[config.mk]
export PLATFORM = sky130hd
export DESIGN_NAME = display_driver_scan_controller
export DESIGN_NICKNAME = d
export VERILOG_FILES = /design/src/rtl/display_driver_scan_controller.sv
export SDC_FILE = /design/constraint.sdc
export NUM_CORES = 1
export LEC_CHECK = 0
export CORE_MARGIN = 1.5
export CORE_UTILIZATION = 40
export CTS_BUF_LIST = sky130_fd_sc_hd__clkbuf_4 sky130_fd_sc_hd__clkbuf_8
export DETAILED_ROUTE_END_ITERATION = 6
export DONT_BUFFER_PORTS = 1
export GPL_ROUTABILITY_DRIVEN = 1
export PLACE_DENSITY = 0.62
export SYNTH_ARGS = -nofsm -noshare
export SYNTH_HDL_FRONTEND = slang
export SYNTH_SLANG_ARGS = --single-unit
export TNS_END_PERCENT = 20
[constraint.sdc]
create_clock -name clk -period 2.88 [get_ports clk]
set_input_delay 0.864 -clock clk [delete_from_list [all_inputs] [get_ports clk]]
set_output_delay 0.864 -clock clk [all_outputs]
set_load 0.1 [all_outputs]
[src/rtl/display_driver_scan_controller.sv]
// display_driver_scan_controller: BCM row-scan sequencer that overlaps loading of the next slot with display of the current one
module display_driver_scan_controller #(
    parameter int rows      = 16,
    parameter int bitwidth  = 8,
    parameter int base_time = 4
) (
    input  logic                        clk,
    input  logic                        rst,
    input  logic                        enable,
    output logic                        load,
    input  logic                        complete,
    output logic [$clog2(rows)-1:0]     load_row,
    output logic [$clog2(bitwidth)-1:0] load_plane,
    output logic [$clog2(rows)-1:0]     row_addr,
    output logic                        lat,
    output logic                        blank,
    output logic                        frame_done
);
    localparam int pw = $clog2(bitwidth);
    localparam int tw = $clog2((base_time << (bitwidth - 1)) + 1);
    localparam logic [pw-1:0] plane_max = pw'(bitwidth - 1);

    typedef enum logic [1:0] {IDLE, LOAD, WAIT, LATCH} state_t;

    state_t        state, state_nx;
    logic [tw-1:0] timer;
    logic          last_plane;

    assign last_plane = load_plane == plane_max;
    assign blank      = timer == '0;
    assign frame_done = lat && (&load_row) && last_plane;

    // State register
    always_ff @(posedge clk or negedge rst)
        if (!rst) state <= IDLE;
        else      state <= state_nx;

    // Next state and loader/latch strobes; an enable drop only takes effect once the panel is dark in WAIT
    always_comb begin
        state_nx = state;
        load     = 1'b0;
        lat      = 1'b0;
        case (state)
            IDLE:    state_nx = enable ? LOAD : IDLE;
            LOAD: begin
                load     = 1'b1;
                state_nx = complete ? WAIT : LOAD;
            end
            WAIT:    state_nx = blank ? (enable ? LATCH : IDLE) : WAIT;
            LATCH: begin
                lat      = 1'b1;
                state_nx = LOAD;
            end
            default: state_nx = IDLE;
        endcase
    end

    // Display timer: reloaded with the BCM weight of the slot being latched, then counts down to dark
    always_ff @(posedge clk or negedge rst)
        if (!rst)              timer <= '0;
        else if (lat)          timer <= tw'(base_time) << load_plane;
        else if (timer != '0)  timer <= timer - tw'(1);

    // Slot pointer: plane is the inner index, row the outer; rows is a power of two so the row wraps naturally
    always_ff @(posedge clk or negedge rst)
        if (!rst) begin
            load_row   <= '0;
            load_plane <= '0;
        end else if (lat) begin
            load_plane <= last_plane ? '0 : load_plane + pw'(1);
            if (last_plane) load_row <= load_row + 1'b1;
        end

    // Panel row address switches on entry to LATCH so it is already valid during the strobe
    always_ff @(posedge clk or negedge rst)
        if (!rst)                                 row_addr <= '0;
        else if (state == WAIT && state_nx == LATCH) row_addr <= load_row;
endmodule

; ---- Word-level counts from Yosys, hierarchy flattened
; Index checks and enable logic that the tools add are counted.
[totals]
register_bits = 23
input_bits = 4
[op_classes]
n_addsub = 3
eq_ne = 5
shift = 1
n_mux = 10
n_reduce_logical = 9
[ops]
columns = operator, count
row1 = $mux 10, 2
row2 = $logic_not 10->1, 1
row3 = $reduce_bool 10->1, 1
row4 = $shl 3x3->10 const A, 1
row5 = $sub 10x1->10 const B, 1
row6 = $pmux 2 s4, 1
row7 = $eq 2x2->1 const B, 3
row8 = $mux 2, 3
row9 = $add 4x1->4 const B, 1
row10 = $reduce_and 4->1, 1
row11 = $add 3x1->3 const B, 1
row12 = $eq 3x3->1 const B, 1
row13 = $logic_and 1x1->1, 3
row14 = $mux 1, 3
row15 = $mux 3, 1
row16 = $eq 2x1->1 const B, 1
row17 = $logic_not 2->1, 1
row18 = $reduce_and 2->1, 1
row19 = $reduce_bool 2->1, 1

; ---- Longest topological paths before layout
; Gate-level depths: netlist of run 1.
[depth]
word_depth = 5
depth_mapped = 7
depth_no_buf = 7

; ---- Worst setup path after synthesis of run 1
; OpenSTA, ideal clock, no wires.
[synth_path]
path_type = register -> output
from = reg load_plane[1]
to = out frame_done
t_arrival_ns = 2.827
required_time_ns = 2.016
path_slack_ns = -0.811
stages_incl_launch_ff = 5
n_path_buf = 0
cell_sequence = dfrtp_1 -> ha_1 -> ha_1 -> nand3_1 -> nor2_1
[synth_via]
elab_chain_len = 2
[synth_lines]
columns = element, line
row1 = start: declaration, 13  ; output logic [$clog2(bitwidth)-1:0] load_plane,
row2 = start signal: assignment, 70  ; load_plane <= last_plane ? '0 : load_plane + pw'(1);
row3 = $eq 3x3->1, 29  ; assign last_plane = load_plane == plane_max;
row4 = $logic_and 1x1->1, 31  ; assign frame_done = lat && (&load_row) && last_plane;
row5 = end: declaration, 17  ; output logic frame_done
; Every way passes these cells.

; ---- Final worst setup path of run 1
[layout_path]
from = reg timer[0]
to = out blank
[layout_via]
elab_chain_len = 1
[layout_lines]
columns = element, line
row1 = start: declaration, 26  ; logic [tw-1:0] timer;
row2 = start signal: assignment, 61  ; else if (lat) timer <= tw'(base_time) << load_plane;
row3 = start signal: assignment, 62  ; else if (timer != '0) timer <= timer - tw'(1);
row4 = $logic_not 10->1, 30  ; assign blank = timer == '0;
row5 = end: declaration, 16  ; output logic blank,
; Every way passes these cells.

==> results of run 1 <==
==> area by class of cell <==
type / count / share of cell area
Sequential cell: 23 / 0.403
Timing Repair Buffer: 10 / 0.0611
Clock buffer: 3 / 0.0157
Tap cell: 44 / 0.0384
Clock inverter: 1 / 0.00349
Multi-Input combinational cell: 82 / 0.452
Inverter: 9 / 0.0253
==> worst max path at each step <==
stage | slack (ps) | to | cells past startpoint | start
after floorplan | 40 | frame_done | 3 | load_plane[2]
after global placement | 650 | blank | 5 | timer[0]
after detailed placement | 590 | blank | 5 | timer[0]
after CTS | 220 | blank | 5 | timer[0]
after global routing | 100 | blank | 5 | timer[0]
final | 230 | blank | 5 | timer[0]
==> cell usage in the layout, fill, tap and decap left out, types with 2 or more instances in the layout <==
master / Yosys / routed
nand3_1: 5 / 5
mux2_2: 2 / 2
mux2_4: 4 / 4
mux2i_1: 2 / 2
dfrtp_2: 0 / 2
dfrtp_1: 23 / 21
o41ai_1: 2 / 2
a31oi_1: 4 / 4
inv_1: 8 / 8
o21ai_0: 5 / 5
nor2_1: 10 / 9
nor3_1: 2 / 2
nand2_1: 8 / 8
buf_4: 0 / 9
and3_1: 2 / 2
xor2_1: 2 / 2
clkbuf_4: 0 / 3
a21oi_1: 5 / 5
ha_1: 9 / 9
xnor2_1: 5 / 5
o31ai_1: 2 / 2
nand3_4: 2 / 2
==> per-stage QoR <==
| step | setup slack [ps] | hold slack [ps] | cell area (um^2) | std cells | util |
|---|---|---|---|---|---|
| after floorplan | 37.2 | 484 | 1270 | 116 | - |
| after global placement | 647 | 531 | 1410 | 168 | 0.464 |
| after CTS | 224 | 213 | 1430 | 172 | 0.473 |
| final | 230 | 218 | 1430 | 172 | 0.473 |
| after detailed placement | 593 | 554 | 1410 | 168 | 0.464 |
| after global routing | 102 | 185 | 1430 | 172 | 0.473 |
==> flip-flops by register name (all words and copies together), names as in the netlist <==
register / cells
timer: 10
load_row: 4
row_addr: 4
load_plane: 3
state: 2
==> logic make-up after synthesis <==
group,Yosys count,share of synthesized area
compound gates,20,0.0995
fa+ha+maj,9,0.0896
buf+inv,11,0.0348
mux,8,0.0816
xor+xnor,7,0.0488
flops,23,0.458
simple gates,38,0.188
==> where the power goes <==
part / total, mW / leakage [nW] / internal, mW / switching (mW)
combinational: 0.906 / 0.363 / 0.277 / 0.629
clock: 0.153 / 0.0177 / 0.0521 / 0.101
sequential: 0.568 / 0.293 / 0.438 / 0.130
total: 1.63 / 0.674 / 0.767 / 0.860
==> per-layer routing <==
layer,GRT usage,part of all wire,wire length [um]
met1,0.207,0.42,1040
met2,0.276,0.52,1300
met3,0.0306,0.042,105
met4,0.0877,0.021,53
met5,0,0,0
==> impl_metrics.env, run 1 <==
export IMPL_r2r_end="row_addr[3]"
export IMPL_synth_area_leaders="dfrtp_1, ha_1, mux2_4"
export IMPL_cts_sinks=23
export IMPL_synth_yosys_seq_area_share=0.458
export IMPL_synth_seq_cells=23
export IMPL_avgSynthCellArea_um2=10.8
export IMPL_antenna_left=0
export IMPL_drt_iter0_drc=18
export IMPL_num_vias=897
export IMPL_wl_mm=2.50
export IMPL_synth_warnings=0
export IMPL_avgRoutedWirePerCell_um=14.5
export IMPL_yosys_area_top_type="dfrtp_1"
export IMPL_overflow=0
export IMPL_timing_final_crit_share=0.920
export IMPL_antenna_found_initial=0
export IMPL_cp_num_buf_inv=2
export IMPL_gp_congestion=0.852
export IMPL_reg2reg_from="timer[0]"
export IMPL_tightestPinTransition_ps=920
export IMPL_grt_max_degree=24
export IMPL_fin_setup_tns_ps=0
export IMPL_r2r_slack_ps=840
export IMPL_grt_pass1_wl_mm=4.24
export IMPL_finalMaxSlewViolations=0
export IMPL_worst_ir_drop_vdd_mv=0.681
export IMPL_drv_cap=0
export IMPL_firstDrtPassIters=4
export IMPL_drive_gt1_frac=0.234
export IMPL_post_dp_hpwl_mm=1.91
export IMPL_crit_path_max_incr_delay_ps=420
export IMPL_syn_to_final_growth_pct=13.9
export IMPL_ctsResizeCount=0
export IMPL_antenna_cells=0
export IMPL_rsz0062_at_grt="no"
export IMPL_synth_cell_types=32
export IMPL_synth_edf_count=0
export IMPL_max_slew_margin_rel=0.387
export IMPL_cp_cell_sequence="inv_1 -> ha_1 -> nor4b_4 -> nand3_4 -> inv_4"
export IMPL_ctsLongestPathBuffers=2
export IMPL_core_um2=3030
export IMPL_worst_r2r_path_depth=7
export IMPL_cp_max_fo=8
export IMPL_cp_required_ps=2020
export IMPL_postCtsSetupBuffers=0
export IMPL_dieWidth_um=59.1
export IMPL_cp_slowest_cell="dfrtp_1"
export IMPL_numPortBuffers=0
export IMPL_nNetsFinal=142
export IMPL_die_h_um=59.1
export IMPL_cp_data_arrival_time_ps=1790
export IMPL_h_tree_depth=1
export IMPL_io_pins=19
export IMPL_grt_pass1_vias=898
export IMPL_initial_core_util=0.415
export IMPL_cp_end_kind="output pin"
export IMPL_syn_nets=129
export IMPL_cts_root_buf="clkbuf_4"
export IMPL_fmax_ghz=0.377
export IMPL_syn_inst=116
export IMPL_ctsHoldBuffers=0
export IMPL_synth_area_um2=1260
export IMPL_ys_flop_type="dfrtp_1"
export IMPL_p_leak_nw=0.674
export IMPL_cts_tree="done"
export IMPL_hp_class="input port to async pin"
export IMPL_path_clk_slew_ps=130
export IMPL_cts_buffers=3
export IMPL_track_usage=0.167
export IMPL_finalCriticalPeriod_ps=2650
export IMPL_finalHoldViolCount=0
export IMPL_clock_latency_ps=320
export IMPL_drc=0
export IMPL_yosysMostFrequentCell="dfrtp_1"
export IMPL_setup_viol=0
export IMPL_multi_input_area_um2=648
export IMPL_die_area_um2=3490
export IMPL_synth_async_sr_flop_share=1.00
export IMPL_start_kind="flip-flop"
export IMPL_outcome="finished, final reports clean"
export IMPL_fin_worst_skew_ps=1.83
export IMPL_via_per_inst=5.22
export IMPL_regArea_um2=578
export IMPL_p_total_mw=1.63
export IMPL_p_per_area_nw_per_um2=1140
export IMPL_critPathTopFamily="simple AND/OR/NAND/NOR gates"
export IMPL_rows=20
export IMPL_crit_type="flip-flop to output pin"
export IMPL_synth_top_cell_area_share=0.458
export IMPL_nFillCells=280
export IMPL_synth_common_cells="dfrtp_1, nor2_1, ha_1"
Note: power is estimated with default switching activity, not from simulation.
==> inputs of run 2 (changes only) <==
CTS_BUF_LIST = default   (was sky130_fd_sc_hd__clkbuf_4 sky130_fd_sc_hd__clkbuf_8)
==> results of run 2 <==
The final DEF is identical to that of run 1; final timing and power are the same.
==> inputs of run 3 (changes only) <==
RECOVER_POWER = 25   (was default)
SETUP_SLACK_MARGIN = 0.1   (was default)
==> impl_metrics.env, run 3 (synthesized netlist as in run 1, its figures left out) <==
export IMPL_outcome="finished, final reports clean"
export IMPL_p_leak_nw=0.673
export IMPL_worst_r2r_path_depth=7
export IMPL_reg2reg_from="timer[0]"
export IMPL_fmax_ghz=0.381
export IMPL_tightestPinTransition_ps=907
export IMPL_hp_class="input port to async pin"
export IMPL_setup_viol=0
export IMPL_initial_core_util=0.415
export IMPL_postCtsSetupBuffers=0
export IMPL_wl_mm=2.56
export IMPL_grt_pass1_wl_mm=4.28
export IMPL_drive_gt1_frac=0.240
export IMPL_r2r_end="row_addr[3]"
export IMPL_nNetsFinal=143
export IMPL_firstDrtPassIters=4
export IMPL_finalMaxSlewViolations=0
export IMPL_antenna_found_initial=0
export IMPL_timing_final_crit_share=0.912
export IMPL_cts_tree="done"
export IMPL_layout_commonest_cell="dfrtp_1"
export IMPL_h_tree_depth=1
export IMPL_finalHoldViolCount=0
export IMPL_syn_to_final_growth_pct=14.7
export IMPL_core_um2=3030
export IMPL_antenna_cells=0
export IMPL_antenna_left=0
export IMPL_cp_end_kind="output pin"
export IMPL_drt_iter0_drc=18
export IMPL_ctsLongestPathBuffers=2
export IMPL_fin_setup_tns_ps=0
export IMPL_r2r_slack_ps=860
export IMPL_fin_util=0.476
export IMPL_overflow=0
export IMPL_drc=0
export IMPL_top_regs="timer: 10 flops, load_row: 4 flops, row_addr: 4 flops"
export IMPL_final_cell_mix="dfrtp_1, buf_4, nor2_1, ha_1"
export IMPL_cp_endpoint="blank"
export IMPL_p_total_mw=1.63
export IMPL_cp_max_fo=8
export IMPL_grt_pass1_vias=937
export IMPL_die_area_um2=3490
export IMPL_post_dp_hpwl_mm=1.96
export IMPL_die_h_um=59.1
export IMPL_via_per_inst=5.11
export IMPL_drv_cap=0
export IMPL_start_kind="flip-flop"
export IMPL_cts_buffers=3
export IMPL_cts_root_buf="clkbuf_4"
export IMPL_gp_congestion=0.830
export IMPL_io_pins=19
export IMPL_grt_max_degree=24
export IMPL_cp_data_arrival_time_ps=1760
export IMPL_numPortBuffers=0
export IMPL_fin_worst_skew_ps=3.31
export IMPL_max_slew_margin_rel=0.395
export IMPL_largest_register="timer"
export IMPL_cp_required_ps=2020
export IMPL_path_clk_slew_ps=120
export IMPL_avgRoutedWirePerCell_um=14.8
export IMPL_cts_sinks=23
export IMPL_rows=20
export IMPL_startpoint="timer[0]"
export IMPL_crit_type="flip-flop to output pin"
export IMPL_clock_latency_ps=300
export IMPL_finalCriticalPeriod_ps=2630
export IMPL_dieWidth_um=59.1
export IMPL_p_per_area_nw_per_um2=1130
export IMPL_track_usage=0.162
export IMPL_num_vias=884
export IMPL_worst_ir_drop_vdd_mv=0.893
export IMPL_rsz0062_at_grt="no"
export IMPL_largest_register_ffs=10
-- run 3: cell types whose count changed in the layout (fill, tap and decap cells not counted) --
cell	before	now
inv_4	1	0
inv_6	0	1
dfrtp_1	21	20
dfrtp_2	2	3
clkbuf_1	0	1
clkinv_2	1	0
buf_4	9	10
-- run 3: repair_timing --
action | 4_1_cts | 5_1_grt
endpoints found under the setup margin | 0 | 1
hold buffers | 0 | 0
gates resized for setup | 0 | 1
-- run 3: worst min path at each step --
| stage | to | start |
|---|---|---|
| 2_1_floorplan | state[0] | state[1] |
| 3_3_place_gp | timer[5] | timer[5] |
| 3_5_place_dp | state[0] | state[1] |
| 4_1_cts | timer[6] | rst |
| 5_1_grt | timer[6] | rst |
| 6_report | load_plane[0] | rst |
-- run 3: where the power goes --
part / switching (mW) / internal, mW
registers: 0.120 / 0.439
logic: 0.636 / 0.285
clock network: 0.0937 / 0.0540
total: 0.850 / 0.778
-- run 3: metal layers --
metal	track usage	share of wire	vias to the layer above
li1	-	-	435
met2	0.251	0.49	13
met3	0.0415	0.035	6
met1	0.216	0.45	430
met5	0	0	-
met4	0.0682	0.020	0
-- run 3: final cells by class --
| class | count | area, um^2 |
|---|---|---|
| fill | 284 | 1590 |
| multi-input combinational | 82 | 648 |
| sequential | 23 | 579 |
| timing repair buffer | 11 | 95.1 |
| tap | 44 | 55.1 |
| inverter | 9 | 38.8 |
| clock buffer | 4 | 26.3 |
-- run 3: through the flow --
stage,cells,hold WS [ps],instance area [um^2],setup WS (ps)
floorplan,116,484,1270,113
global placement,169,529,1410,631
detailed placement,169,550,1410,553
CTS,173,219,1440,182
global route,173,199,1440,129
finish,173,231,1440,254
-- run 3: worst max-delay path: stages (launching register included) --
cell	delay (ps)
dfrtp_1	410
inv_1	130
ha_1	170
nor4b_4	310
nand3_4	170
inv_6	250
